==> config.mk <==
export PLATFORM = sky130hd
export DESIGN_NAME = mine_scheduler
export DESIGN_NICKNAME = d
export VERILOG_FILES = /design/src/rtl/miner_pkg.sv /design/src/rtl/mine_watchdog.sv /design/src/rtl/mine_scheduler.sv
export SDC_FILE = /design/constraint.sdc
export NUM_CORES = 2
export LEC_CHECK = 0
export BUFFER_PORTS_ARGS = -buffer_cell sky130_fd_sc_hd__buf_2
export CAP_MARGIN = 30
export CORE_AREA = 2 2 733 735
export DETAILED_ROUTE_END_ITERATION = 12
export DIE_AREA = 0 0 735 737
export GPL_TIMING_DRIVEN = 0
export MAX_ROUTING_LAYER = met4
export PLACE_DENSITY_LB_ADDON = 0.3
export SYNTH_ARGS = -nofsm -noshare
export SYNTH_HDL_FRONTEND = slang
export SYNTH_SLANG_ARGS = --single-unit
==> constraint.sdc <==
create_clock -name clock -period 158.2 [get_ports clock]
set_input_delay 7.91 -clock clock [delete_from_list [all_inputs] [get_ports clock]]
set_output_delay 7.91 -clock clock [all_outputs]
set_load 0.02 [all_outputs]
==> src/rtl/miner_pkg.sv <==
// Shared state encoding, default widths and nonce field position for the mining scheduler.
package miner_pkg;

    localparam int DEF_HDR_W   = 640;
    localparam int DEF_NONCE_W = 32;
    localparam int DEF_HASH_W  = 256;

    // The nonce sits in the low word of the block header.
    localparam int NONCE_LSB = 0;
    localparam int NONCE_MSB = 31;

    typedef enum logic [2:0] {
        IDLE,
        ISSUE,
        WAIT,
        CHECK,
        REPORT
    } state_t;

endpackage

==> src/rtl/mine_watchdog.sv <==
// Watchdog for the wait-on-core phase: cleared per request, counts while enabled,
// and flags the terminal count one cycle before the limit is reached.
module mine_watchdog
    import miner_pkg::*;
#(
    parameter int TIMEOUT_CYCLES = 4096,
    parameter int CNT_W          = $clog2(TIMEOUT_CYCLES + 1)
) (
    input  logic clock,
    input  logic reset,
    input  logic clr,
    input  logic en,
    output logic tc
);

    logic [CNT_W-1:0] count;

    assign tc = en && (count == CNT_W'(TIMEOUT_CYCLES - 1));

    // Counter: clear wins over enable; holds once terminal count is reached.
    always_ff @(posedge clock or posedge reset) begin
        if (reset) begin
            count <= '0;
        end else if (clr) begin
            count <= '0;
        end else if (en && !tc) begin
            count <= count + CNT_W'(1);
        end
    end

endmodule

==> src/rtl/mine_scheduler.sv <==
// Mining job sequencer: captures a header/target, walks nonces through the hash
// core one request at a time, and reports a single result record.
module mine_scheduler
    import miner_pkg::*;
#(
    parameter int HDR_W          = DEF_HDR_W,
    parameter int NONCE_W        = DEF_NONCE_W,
    parameter int HASH_W         = DEF_HASH_W,
    parameter int MAX_ATTEMPTS   = 0,
    parameter int TIMEOUT_CYCLES = 4096
) (
    input  logic               clock,
    input  logic               reset,
    input  logic               hdr_valid,
    input  logic [HDR_W-1:0]   hdr_data,
    input  logic [HASH_W-1:0]  target,
    input  logic               abort,
    output logic               core_start,
    output logic [HDR_W-1:0]   core_header,
    input  logic               core_done,
    input  logic [HASH_W-1:0]  core_hash,
    output logic               res_valid,
    input  logic               res_ready,
    output logic               res_found,
    output logic               res_timeout,
    output logic [NONCE_W-1:0] res_nonce,
    output logic [31:0]        attempts,
    output logic               busy
);

    state_t state, state_nx;

    logic [HDR_W-1:NONCE_MSB+1] hdr_hi;
    logic [NONCE_W-1:0]         base;
    logic [NONCE_W-1:0]         nonce;
    logic [NONCE_W-1:0]         nonce_inc;
    logic [HASH_W-1:0]          tgt;
    logic [HASH_W-1:0]          hash;
    logic                       wd_tc;
    logic                       hit;
    logic                       wrapped;
    logic                       budget_hit;

    assign nonce_inc  = nonce + NONCE_W'(1);
    assign hit        = hash <= tgt;
    // Walking the whole range ends when the next nonce would be the base again.
    assign wrapped    = nonce_inc == base;
    assign budget_hit = (MAX_ATTEMPTS != 0) && (attempts + 32'd1 == 32'(MAX_ATTEMPTS));

    mine_watchdog #(
        .TIMEOUT_CYCLES(TIMEOUT_CYCLES)
    ) u_watchdog (
        .clock(clock),
        .reset(reset),
        .clr  (state == ISSUE),
        .en   (state == WAIT),
        .tc   (wd_tc)
    );

    // Next-state selection; abort only cancels while a job is searching.
    always_comb begin
        state_nx = state;
        case (state)
            IDLE:    if (hdr_valid) state_nx = ISSUE;
            ISSUE:   state_nx = abort ? IDLE : WAIT;
            WAIT: begin
                if (abort)          state_nx = IDLE;
                else if (core_done) state_nx = CHECK;
                else if (wd_tc)     state_nx = REPORT;
            end
            CHECK: begin
                if (abort)                          state_nx = IDLE;
                else if (hit || wrapped || budget_hit) state_nx = REPORT;
                else                                state_nx = ISSUE;
            end
            REPORT:  if (res_ready) state_nx = IDLE;
            default: state_nx = IDLE;
        endcase
    end

    // State, job context and all registered outputs.
    always_ff @(posedge clock or posedge reset) begin
        if (reset) begin
            state       <= IDLE;
            hdr_hi      <= '0;
            base        <= '0;
            nonce       <= '0;
            tgt         <= '0;
            hash        <= '0;
            core_start  <= 1'b0;
            core_header <= '0;
            res_valid   <= 1'b0;
            res_found   <= 1'b0;
            res_timeout <= 1'b0;
            res_nonce   <= '0;
            attempts    <= '0;
            busy        <= 1'b0;
        end else begin
            state      <= state_nx;
            core_start <= (state == ISSUE) && !abort;
            busy       <= state_nx != IDLE;
            res_valid  <= state_nx == REPORT;
            case (state)
                IDLE: begin
                    if (hdr_valid) begin
                        hdr_hi      <= hdr_data[HDR_W-1:NONCE_MSB+1];
                        base        <= hdr_data[NONCE_MSB:NONCE_LSB];
                        nonce       <= hdr_data[NONCE_MSB:NONCE_LSB];
                        tgt         <= target;
                        attempts    <= '0;
                        res_found   <= 1'b0;
                        res_timeout <= 1'b0;
                    end
                end
                ISSUE: begin
                    if (!abort) core_header <= {hdr_hi, nonce};
                end
                WAIT: begin
                    // A result arriving on the expiry cycle still counts.
                    if (!abort) begin
                        if (core_done) begin
                            hash <= core_hash;
                        end else if (wd_tc) begin
                            res_timeout <= 1'b1;
                            res_nonce   <= nonce;
                        end
                    end
                end
                CHECK: begin
                    if (!abort) begin
                        attempts <= attempts + 32'd1;
                        if (hit) begin
                            res_found <= 1'b1;
                            res_nonce <= nonce;
                        end else if (wrapped || budget_hit) begin
                            res_found <= 1'b0;
                            res_nonce <= nonce;
                        end else begin
                            nonce <= nonce_inc;
                        end
                    end
                end
                default: ;
            endcase
        end
    end

endmodule

==> impl_metrics.env <==
export IMPL_status="completed"
export IMPL_min_delay_start="hdr_hi[566]$_DFFE_PP0P_"
export IMPL_synth_edf_count=0
export IMPL_grt_max_degree=124
export IMPL_place_congestion=0.955
export IMPL_path_max_fanout=123
export IMPL_hold_depth=1
export IMPL_crit_buf_inv=8
export IMPL_pwr_share_seq_pct=36.0
export IMPL_start_util_pct=14.8
export IMPL_hold_viol=0
export IMPL_dieArea_sq_um=542000
export IMPL_avgViaCountPerCell=3.78
export IMPL_r2r_start="hash[95]$_DFFE_PP0P_"
export IMPL_hpwl_um=409000
export IMPL_p_int_uw=1390
export IMPL_holdPathEnd="core_header[566]$_DFFE_PP0P_"
export IMPL_ctsHoldBuffers=0
export IMPL_worstPathArrival_ns=11.99
export IMPL_synth_warnings=0
export IMPL_wl_per_cell_um=28.4
export IMPL_postLayoutCoreUtil_pct=20.1
export IMPL_coreArea_sq_um=534000
export IMPL_slew_headroom_pct=32.3
export IMPL_grt_total_usage_pct=17.6
export IMPL_drt_iter0_markers=4918
export IMPL_vdd_ir_drop_max_mv=0.0139
export IMPL_grt_ovfl_total=0
export IMPL_final_common_cell="nand2_1"
export IMPL_yosys_top_cells_area="dfrtp_1 (60%), mux2_2 (13%), nand2_1 (11%)"
export IMPL_timing_fmax_mhz=90.2
export IMPL_drc_errors=0
export IMPL_netlist_instances=7122
export IMPL_rows=269
export IMPL_ys_ff_latch=1909
export IMPL_layout_common_cells="nand2_1 (2305), dfrtp_1 (1909), buf_2 (1888)"
export IMPL_cp_required_ns=159.11
export IMPL_p_leak_uw=0.0514
export IMPL_ys_flop_type="dfrtp_1"
export IMPL_grt_pass1_vias=63400
export IMPL_area_growth_pct=35.7
export IMPL_path_class="in -> async"
export IMPL_cts_tree="yes"
export IMPL_post_cts_buffers=0
export IMPL_die_h_um=737
export IMPL_cts_buffer_depth=4
export IMPL_slowest_stage="buf_16"
export IMPL_r2r_cells=13
export IMPL_rrSetupSlack_ns=152.95
export IMPL_cp_end_kind="asynchronous set/reset pin"
export IMPL_fillers=59100
export IMPL_syn_cell_area_sq_um=79200
export IMPL_clk_latency_ns=0.97
export IMPL_worst_clock_skew_ns=0.144
export IMPL_vias=64100
export IMPL_critPathTopFamily="buffers and inverters"
export IMPL_r2r_end="res_nonce[7]$_DFFE_PP0P_"
export IMPL_die_w_um=735
export IMPL_worstPathCellList="buf_2 -> inv_8 -> buf_16 -> buf_16 -> buf_16 -> buf_16 -> buf_16 -> buf_16"
export IMPL_ctsResizeCount=0
export IMPL_clkPwrFrac_pct=23.8
export IMPL_drtAntennaViolNets=0
export IMPL_firstDrtPassIters=5
export IMPL_clk_pin_slew_ns=0.06
export IMPL_routed_wl_um=481000
export IMPL_cts_root_buffer="clkbuf_16"
export IMPL_synth_cell_types=77
export IMPL_grt_antenna_before_repair=434
export IMPL_drive_above_1_share_pct=34.8
export IMPL_max_slew_worst_pin_slew_ns=1.02
export IMPL_yosysSeqAreaShare_pct=60.3
export IMPL_crit_top_cell="buf_16"
export IMPL_pwr_density_cell_nw_per_um2=22.4
export IMPL_grt_pass1_wl_um=620000
export IMPL_numCtsBuffers=237
export IMPL_rsz0062_at_grt="false"
export IMPL_period_share_pct=7.00
export IMPL_final_nets=10700
export IMPL_synth_top_area_share_pct=60.3
export IMPL_synth_avg_cell_area_sq_um=11.1
export IMPL_ioPinCount=1867
export IMPL_hp_class="reg -> reg"
export IMPL_final_setup_tns_ns=0
export IMPL_fin_crit_ns=11.08
export IMPL_synth_top_cell_by_area="dfrtp_1"
export IMPL_maxCapViolCount=0
export IMPL_synth_nets=8539
export IMPL_switching_share_pct=42.5
export IMPL_p_total_uw=2410
export IMPL_clock_sinks=1909
export IMPL_synthArstFlopShare_pct=100
export IMPL_start_kind="primary input"
export IMPL_portBuffers=1866
export IMPL_cp_slowest_stage_delay_ns=0.49
export IMPL_setup_viol=0
export IMPL_slew_violations=0
export IMPL_p_sw_uw=1030
export IMPL_pwr_share_comb_pct=40.2
export IMPL_htreeDepth=4
## worst max-delay path by stage
| stage | start | to | slack (ns) | cells after the start |
|---|---|---|---|---|
| finish | reset | hdr_hi[149]$_DFFE_PP0P_ | 147.12 | 8 |
| global route | reset | core_header[153]$_DFFE_PP0P_ | 146.73 | 8 |
| CTS | reset | core_header[153]$_DFFE_PP0P_ | 147.19 | 8 |
| detailed placement | reset | core_header[153]$_DFFE_PP0P_ | 146.19 | 8 |
| global placement | reset | tgt[181]$_DFFE_PP0P_ | 67.72 | 2 |
| floorplan | reset | attempts[0]$_DFFE_PP0P_ | 96.38 | 1 |
## registers in the layout (all words and copies together), names as in the netlist
signal and cells:
tgt 256, core_start 1, core_header 640, state 3
res_valid 1, u_watchdog.count 13, busy 1, res_found 1
nonce 32, res_nonce 32, res_timeout 1, hdr_hi 608
attempts 32, base 32, hash 256
## area by class of cell
type | instances | area [sq um] | area share, %
plain buffers | 372 | 1530 | 1.42
flip-flops and latches | 1909 | 47800 | 44.4
well taps | 7046 | 8820 | 8.20
repair buffers | 1910 | 10200 | 9.47
clock buffers | 340 | 6840 | 6.36
clock inverters | 94 | 1300 | 1.21
inverters | 271 | 1020 | 0.953
multi-input cells | 4570 | 29000 | 26.9
diodes | 443 | 1110 | 1.03
## routing by layer
| layer | global-route usage, % | share of wire [%] | up-vias |
|---|---|---|---|
| li1 | - | - | 28600 |
| met1 | 20.0 | 39 | 32000 |
| met2 | 27.5 | 46 | 2630 |
| met3 | 6.15 | 9.0 | 870 |
| met4 | 8.99 | 5.2 | 0 |
| met5 | - | 0 | - |
## worst register-to-register path, stage by stage (launching register included)
cell and delay [ns]:
dfrtp_1 0.40, ha_1 0.31, nand4_1 0.17, nor4_1 0.76
nand2_1 0.16, or4_1 0.60, or4_1 0.64, nor3_1 0.58
nand2_1 0.18, o21a_1 0.18, buf_6 0.17, a21oi_4 0.33
buf_6 0.27, mux2_4 0.33
## Yosys cell counts, types with 11 or more instances
cell type,number
o311ai_0,14
xor2_1,41
ha_1,259
buf_2,18
nor3_1,31
inv_1,271
mux2_2,901
a21o_1,24
nor4_1,13
nand4_1,76
and4_1,16
buf_1,18
a21oi_1,126
clkbuf_1,322
nand2_1,2305
a2111oi_0,11
dfrtp_1,1909
o31ai_1,18
nor2_1,94
xnor2_1,36
o21ai_0,333
nand3_1,62
nor2b_1,11
mux2_4,31
o311ai_1,26
## power groups by stage
stage / Sequential [uW] / Clock [uW] / Combinational, uW
2_1_floorplan: 919 / 0 / 466
3_3_place_gp: 890 / 0 / 975
3_5_place_dp: 879 / 0 / 987
4_1_cts: 872 / 593 / 992
5_1_grt: 896 / 611 / 1060
6_report: 869 / 574 / 970
## stage by stage
| step | area, sq um | worst slack (ns) | hold slack [ns] | std cells |
|---|---|---|---|---|
| floorplan | 79200 | 96.38 | 0.440 | 7122 |
| global placement | 97400 | 67.72 | 0.453 | 16000 |
| detailed placement | 98300 | 146.19 | 0.456 | 16100 |
| CTS | 106000 | 147.19 | 0.414 | 16500 |
| global route | 107000 | 146.73 | 0.450 | 16900 |
| finish | 108000 | 147.12 | 0.418 | 17000 |
## logic make-up (layout without fill, tap and decap cells)
group                      after synthesis  count (layout)  synth area share [%]
other                                    0             443                     0
xor gates and xnor gates                77              77                 0.851
DFF                                   1909            1909                  60.3
muxes                                  933             933                  13.4
and+or+nand+nor                       2664            2664                  13.4
adders and majority gates              259             259                  4.09
AOI/OAI and AO/OA                      637             637                  4.76
buffers and inverters                  643            2987                  3.18
(Power assumes the default switching activity.)
